===== src/rtl/display_scan_ctrl.sv =====
// display_scan_ctrl: binary-to-BCD conversion (double-dabble) and
// time-multiplexed 4-digit 7-segment scan with leading-zero blanking.
module display_scan_ctrl #(
    parameter int N_in        = 10,
    parameter int REFRESH_DIV = 50000,
    parameter int BLANK_LZ    = 1
) (
    input  logic            clk,
    input  logic            rst_n,
    input  logic [N_in-1:0] bin_in,
    input  logic            bin_valid,
    output logic            bin_ready,
    output logic [3:0]      bcd_digit,
    output logic [3:0]      an_n,
    output logic            ovf,
    output logic            done
);

    localparam int PW = (REFRESH_DIV > 2) ? $clog2(REFRESH_DIV) : 1;

    typedef enum logic [1:0] {
        IDLE    = 2'd0,
        CONVERT = 2'd1,
        COMMIT  = 2'd2
    } state_t;

    state_t          r_state;
    state_t          w_next;
    logic [3:0]      r_cnt;
    logic [N_in-1:0] r_sh;
    logic [15:0]     r_scr;
    logic            r_scr_ovf;
    logic [15:0]     r_dig;
    logic            r_ovf;
    logic [PW-1:0]   r_pre;
    logic [1:0]      r_idx;
    logic [3:0]      r_an;
    logic [3:0]      r_bcd;

    logic            w_hs;
    logic            w_last;
    logic [15:0]     w_adj;
    logic [15:0]     w_scr_nxt;
    logic            w_ovf_nxt;
    logic [3:0]      w_blank;
    logic [3:0]      w_sel_dig;
    logic [3:0]      w_an;
    logic [3:0]      w_bcd;

    assign w_hs   = bin_valid && (r_state == IDLE);
    assign w_last = (r_cnt == 4'(N_in - 1));

    // State register
    always_ff @(posedge clk or negedge rst_n) begin
        if (!rst_n) r_state <= IDLE;
        else        r_state <= w_next;
    end

    // Next-state and handshake/done outputs
    always_comb begin
        w_next    = r_state;
        bin_ready = 1'b0;
        done      = 1'b0;
        case (r_state)
            IDLE: begin
                bin_ready = 1'b1;
                if (bin_valid) w_next = CONVERT;
            end
            CONVERT: begin
                if (w_last) w_next = COMMIT;
            end
            COMMIT: begin
                done   = 1'b1;
                w_next = IDLE;
            end
            default: w_next = IDLE;
        endcase
    end

    // Add-3 on every nibble >= 5, then shift the next binary bit in;
    // a bit carried out of the top nibble means the value exceeds 9999
    always_comb begin
        w_adj = r_scr;
        for (int i = 0; i < 4; i++) begin
            if (r_scr[i*4 +: 4] >= 4'd5)
                w_adj[i*4 +: 4] = r_scr[i*4 +: 4] + 4'd3;
        end
        w_scr_nxt = {w_adj[14:0], r_sh[N_in-1]};
        w_ovf_nxt = r_scr_ovf | w_adj[15];
    end

    // Conversion datapath; digits load together as COMMIT is entered
    always_ff @(posedge clk or negedge rst_n) begin
        if (!rst_n) begin
            r_cnt     <= '0;
            r_sh      <= '0;
            r_scr     <= '0;
            r_scr_ovf <= 1'b0;
            r_dig     <= '0;
            r_ovf     <= 1'b0;
        end else if (w_hs) begin
            r_cnt     <= '0;
            r_sh      <= bin_in;
            r_scr     <= '0;
            r_scr_ovf <= 1'b0;
        end else if (r_state == CONVERT) begin
            r_cnt     <= r_cnt + 4'd1;
            r_sh      <= r_sh << 1;
            r_scr     <= w_scr_nxt;
            r_scr_ovf <= w_ovf_nxt;
            if (w_last) begin
                r_dig <= w_ovf_nxt ? 16'h9999 : w_scr_nxt;
                r_ovf <= w_ovf_nxt;
            end
        end
    end

    // Free-running prescaler advances the scan index at terminal count
    always_ff @(posedge clk or negedge rst_n) begin
        if (!rst_n) begin
            r_pre <= '0;
            r_idx <= 2'd0;
        end else if (r_pre == PW'(REFRESH_DIV - 1)) begin
            r_pre <= '0;
            r_idx <= r_idx + 2'd1;
        end else begin
            r_pre <= r_pre + 1'b1;
        end
    end

    // Leading-zero detection and digit/enable selection for the slot
    always_comb begin
        w_blank[3] = (BLANK_LZ != 0) && (r_dig[15:12] == 4'h0);
        w_blank[2] = w_blank[3] && (r_dig[11:8] == 4'h0);
        w_blank[1] = w_blank[2] && (r_dig[7:4] == 4'h0);
        w_blank[0] = 1'b0;
        w_sel_dig  = r_dig[{r_idx, 2'b00} +: 4];
        if (w_blank[r_idx]) begin
            w_an  = 4'b1111;
            w_bcd = 4'hF;
        end else begin
            w_an  = ~(4'b0001 << r_idx);
            w_bcd = w_sel_dig;
        end
    end

    // Registered digit enable and BCD code, always updated together
    always_ff @(posedge clk or negedge rst_n) begin
        if (!rst_n) begin
            r_an  <= 4'b1110;
            r_bcd <= 4'h0;
        end else begin
            r_an  <= w_an;
            r_bcd <= w_bcd;
        end
    end

    assign an_n      = r_an;
    assign bcd_digit = r_bcd;
    assign ovf       = r_ovf;

endmodule


===== config.mk =====
export PLATFORM = sky130hd
export DESIGN_NAME = display_scan_ctrl
export DESIGN_NICKNAME = d
export VERILOG_FILES = /design/src/rtl/display_scan_ctrl.sv
export SDC_FILE = /design/constraint.sdc
export NUM_CORES = 1
export LEC_CHECK = 0
export CORE_ASPECT_RATIO = 2
export CORE_UTILIZATION = 25
export CTS_CLUSTER_DIAMETER = 120
export CTS_CLUSTER_SIZE = 8
export DETAILED_ROUTE_END_ITERATION = 7
export PLACE_DENSITY = 0.46
export SLEW_MARGIN = 0
export SYNTH_ARGS = -nofsm -noshare
export SYNTH_HDL_FRONTEND = slang
export SYNTH_SLANG_ARGS = --single-unit

===== constraint.sdc =====
create_clock -name clk -period 2.1 [get_ports clk]
set_clock_uncertainty 0.1 [all_clocks]
set_input_delay 0.315 -clock clk [delete_from_list [all_inputs] [get_ports clk]]
set_output_delay 0.315 -clock clk [all_outputs]
set_load 0.02 [all_outputs]

After elaboration in Yosys (flattened, before gate mapping) --
Cells that the tools add are included.
Storage, ports and cells: bits in registers 76, word-level logic and storage cells 67
Operators by class: add/subtract/negate cells 7, order comparisons 5, eq/ne operators 6, shifts and indexed selects 2, multiplexer cells 23, bitwise logic cells 3, reductions and logical operators 10
Operators by type and width (count):
- $mux 16 | 4
- $mux 4 | 8
- $mux 10 | 2
- $add 16x1->16 const B | 1
- $add 4x2->4 const B | 4
- $eq 16x16->1 const B | 1
- $ge 4x3->1 const B | 4
- $shiftx 16x5->4 | 1
- $logic_not 4->1 | 3
- $mux 1 | 5
- $add 4x1->4 const B | 1
- $eq 4x4->1 const B | 1
- $mux 2 | 2
- $ne 2x2->1 const B | 2
- $not 4->4 | 1
- $pmux 2 s2 | 1
- $shl 1x2->4 const A | 1
- $logic_and 1x1->1 | 3
- $lt 2x3->1 const B | 1
- $reduce_and 3->1 | 1
- $add 2x1->2 const B | 1
- $bmux 1 s2 | 1
- $eq 2x1->1 const B | 1
- $eq 2x2->1 const B | 1
- 5 further kinds | 5

Longest topological paths before layout --
Gate-level depths: netlist of the first run.
depth after elaboration 6, mapped depth 8

Worst setup path before layout of the first run --
OpenSTA, ideal clock, no wires.
path kind reg2reg, from register r_scr[12], to register r_dig[0], library setup time 121 ps, arrival time 1677 ps, setup slack 202 ps, stages on the path, launching flop included 8, buffers on the path 1, clock period less this slack 1898 ps, cells stage by stage dfrtp_1 > inv_1 > ha_1 > nand2b_1 > nor3b_1 > or4_4 > buf_6 > o22a_1
Between the ends: cells in the longest elaborated chain, start to end 4, elaborated cells on any way between the ends 5
Ends and longest elaborated chain:
- start, declared | RTL line 31 | logic [15:0] r_scr;
- start signal, assigned | RTL line 109 | r_scr <= w_scr_nxt;
- $add 4x2->4 or $ge 4x3->1 (tied branches) | RTL line 86, 85
- $mux 4 * | RTL line 85 | if (r_scr[i*4 +: 4] >= 4'd5)
- $or 1x1->1 * | RTL line 89 | w_ovf_nxt = r_scr_ovf | w_adj[15];
- $mux 16 * | RTL line 112 | r_dig <= w_ovf_nxt ? 16'h9999 : w_scr_nxt;
- end signal, assigned | RTL line 112
- end, declared | RTL line 33 | logic [15:0] r_dig;
Every way passes the cells marked *; elsewhere a longest branch is shown, timed or not. A chain may end at the register's enable or synchronous reset.

Worst setup path in the final report of the first run --
Ends and elaborated chain as after synthesis.

==> results by group, run 1 <==
Run status
  – Status: finished clean

Routing
  – Remaining antenna violation count after routing: 0
  – Routed wire length: between 8000 and 9000 µm
  – Post-route DRC: 0
  – First-pass DRT Iterations: 4
  – Wire per inst: about 14 µm
  – Vias per cell: roughly 4.5
  – Initial detailed-routing violation count: 79
  – Routed via count: ~2600

Logic synthesis
  – Yosys reg bits: 76
  – Ranking of synthesized cells by area: dfrtp_1 51%, ha_1 5.2%, nand2_1 4.5%, o21ai_0 4.2%, xnor2_1 3.4%
  – Synth cell count leaders: 73 x dfrtp_1, 43 x nand2_1, 30 x o21ai_0
  – Yosys warning count: 0
  – EDFF count, synth: 0
  – Synth top area share: roughly 51%
  – Xor and xnor area share after synthesis: 4.63%
  – Post-synthesis compound-gate area fraction: about a tenth
  – Syn avg cell area: around 10 µm²
  – Syn Nets: between 300 and 400
  – Most frequent cell after synthesis: dfrtp_1
  – Mapped Cells: 351
  – Post-synthesis simple-gate area fraction: between 10% and 20%
  – Top FF cell, synth: dfrtp_1
  – Synth area leader: dfrtp_1
  – Async S/R FF share, synth: 100%
  – Synth cell types: 39
  – Post-Synthesis Cell Area: between 3000 and 4000 µm²
  – Seq/Total Area, Yosys: 53.0%
  – Post-synthesis mux area share: 4.08%
  – Main combinational cell family by area after synthesis: simple AND/OR/NAND/NOR gates
  – Fraction of the mapped netlist area in adder cells: under 10%

Floorplan
  – Die W: a little under 90 µm
  – CORE AREA: 14000 µm²
  – Initial core utilization: ~26%
  – # IOs: 24
  – Die area: 14900 µm²
  – # rows: approximately 60
  – Die Span Y: approximately 170 µm

Setup path
  – R2r endpoint: r_dig[0]$_DFFE_PN0P_
  – CP Max Fanout: 9
  – CP max-delay cell: or4_4
  – Critical path arrival: between 2000 and 2500 ps
  – Slowest stage delay, CP: 570 ps
  – Crit end category: register
  – FF-to-FF setup slack: 100 ps
  – Worst Setup SP: r_scr[12]$_DFFE_PN0P_
  – Worst R2R Start: r_scr[12]$_DFFE_PN0P_
  – R2R cell count: 6
  – WP data required: between 2000 and 2500 ps
  – Worst setup SP type: register
  – CP Class: register to register
  – Crit-path cells: inv_1 > ha_1 > nand2b_1 > nor3b_1 > or4_4 > o22a_1

Clock tree
  – Total CTS buffers: 9
  – H-tree levels: 3
  – CTS Root Cell: clkbuf_16
  – CTS tree: built
  – Clock tree buffer depth: 2
  – Clock-pin slew on the worst setup and hold paths: about 60 ps
  – Worst-Skew Late Latency: between 300 and 400 ps
  – CTS sink cnt: 76

STA
  – Highest Clock Rate: 0.501 GHz
  – Relative slew slack: 57.3%
  – Final Hold Viols: 0
  – Final min period: about 2000 ps
  – Final setup viols: 0
  – RSZ-0062 raised after global routing: false
  – PnR worst setup slack: 103 ps
  – Worst hold slack: between 300 and 400 ps
  – Final period utilization: approximately 95%
  – Fin. max-slew vios: 0
  – Worst slew pin tran: between 600 and 700 ps

Pwr
  – Pint: 3920 µW
  – Lkg Pwr: between 0.0015 and 0.002 µW
  – Clock group share of total power: slightly above 30%
  – NetSw: between 2000 and 2500 µW
  – Pwr per Cell Area: roughly 1300 nW/µm²
  – Logic pwr share: between 30% and 40%
  – Switch share: 34.1%
  – Seq pwr share: between 30% and 40%
  – Max VDD drop: 0.378 mV

Finish
  – Fillers: around 1400
  – Nets: around 400
  – Share of cells above drive strength 1: 13.1%
  – Ant diodes: 0
  – Area grow syn2layout: 24.1%
  – Final core utilization: a little under a third

Global route
  – Antenna violations before repair: 0
  – Vias in the first global route: around 2700
  – Gr ovfl total: 0
  – First-pass GRT wire length: around 13000 µm
  – Gr usage total: 12.2%
  – Largest net degree at the start of global routing: 34

Placement
  – Pre-CTS WS: -94.6 ps
  – Post-DP HPWL: slightly above 6000 µm
  – GPL Wtd Cong: 0.743
  – Port Buf Inserts: 23

Worst hold path
  – Path type of the worst min-delay path: primary input to asynchronous set/reset pin

Job
  – Max Cap Viol: 0
[logic make-up (layout without fill, tap and decap cells)]
family	Yosys count	after routing
compound gates	67	67
xor+xnor	19	19
fa+ha+maj	15	15
buf+inv	30	67
flops	76	76
mux	9	9
simple gates	135	135
[how the worst max path moves through the flow]
stage | end | slack (ps)
final | r_dig[0]$_DFFE_PN0P_ | 100
after global routing | r_dig[0]$_DFFE_PN0P_ | 2
after CTS | r_dig[0]$_DFFE_PN0P_ | 90
after detailed placement | r_scr[3]$_DFFE_PN0P_ | -90
after global placement | r_scr[7]$_DFFE_PN0P_ | -70
after floorplan | r_dig[0]$_DFFE_PN0P_ | 200
[critical path: cells and delay by family, from the launching register on]
family | cells | cell delay [ps]
compound gates | 1 | 200
fa+ha+maj | 1 | 220
buf+inv | 1 | 110
flops | 1 | 420
simple gates | 3 | 840
[power by group through the flow]
stage	logic [µW]	registers [µW]	clock network (µW)
floorplan	1280	2220	0
global placement	1880	2290	0
detailed placement	1900	2300	0
CTS	1920	2270	1850
global route	2140	2330	1900
finish	1880	2270	1800
[routing by layer]
metal | up-vias | share of wire [%] | wire [µm] | track usage [%]
met5 | - | 0 | 0 | 0
met4 | 0 | 2.2 | 184 | 5.00
met3 | 10 | 1.3 | 109 | 2.35
met2 | 31 | 60 | 4930 | 23.8
met1 | 1263 | 37 | 3010 | 12.1
li1 | 1280 | - | - | -
[repair_timing]
action / in CTS / in global routing
hold buffers: 1 / 0
setup endpoints to repair: 0 / 4
setup buffers: 0 / 0
endpoints found under the hold margin: 29 / 0
gates resized for setup: 0 / 1
[registers in the layout (all words and copies together), names as in the netlist]
signal and flops:
r_dig 16, r_pre 16, r_scr 16, r_sh 10
an_n 4, bcd_digit 4, r_cnt 4, r_idx 2
r_state 2, ovf 1, r_scr_ovf 1
[cells in the final DEF, fill, tap and decap left out, types with 5 or more instances in the layout]
cell	count
clkbuf_16	9
nand2_1	43
a21oi_1	12
clkdlybuf4s50_1	22
nand2b_1	5
ha_1	15
nor2_1	22
nor3b_1	5
inv_1	16
o21ai_1	9
nor3_1	9
o21ai_0	30
xnor2_1	14
nand4_1	5
xor2_1	5
nor4_1	5
a22oi_1	9
buf_4	9
dfrtp_1	73
nand3_1	21
mux2_2	5
[layout make-up]
type	instances	area, µm²	share of cell area, %
clock buffer	10	239	5.36
timing repair buffer	34	338	7.58
tap	189	236	5.31
multi-input combinational	245	1560	35.1
sequential	76	1910	42.8
inverter	17	63.8	1.43
clock inverter	6	111	2.50
[through the flow]
step | setup TNS (ps) | std cells | area (µm²) | power [µW]
2_1_floorplan | 0 | 351 | 3590 | 3500
3_3_place_gp | -258 | 560 | 4090 | 4170
3_5_place_dp | -331 | 560 | 4090 | 4210
4_1_cts | 0 | 577 | 4450 | 6040
5_1_grt | 0 | 577 | 4460 | 6370
6_report | 0 | 577 | 4460 | 5950
Power figures use the tool's default switching activity.
==> run 2: changes to the inputs <==
Settings changed: SKIP_LAST_GASP set to 1.
==> results of run 2 <==
Final layout, timing and power as in run 1 (identical DEF).
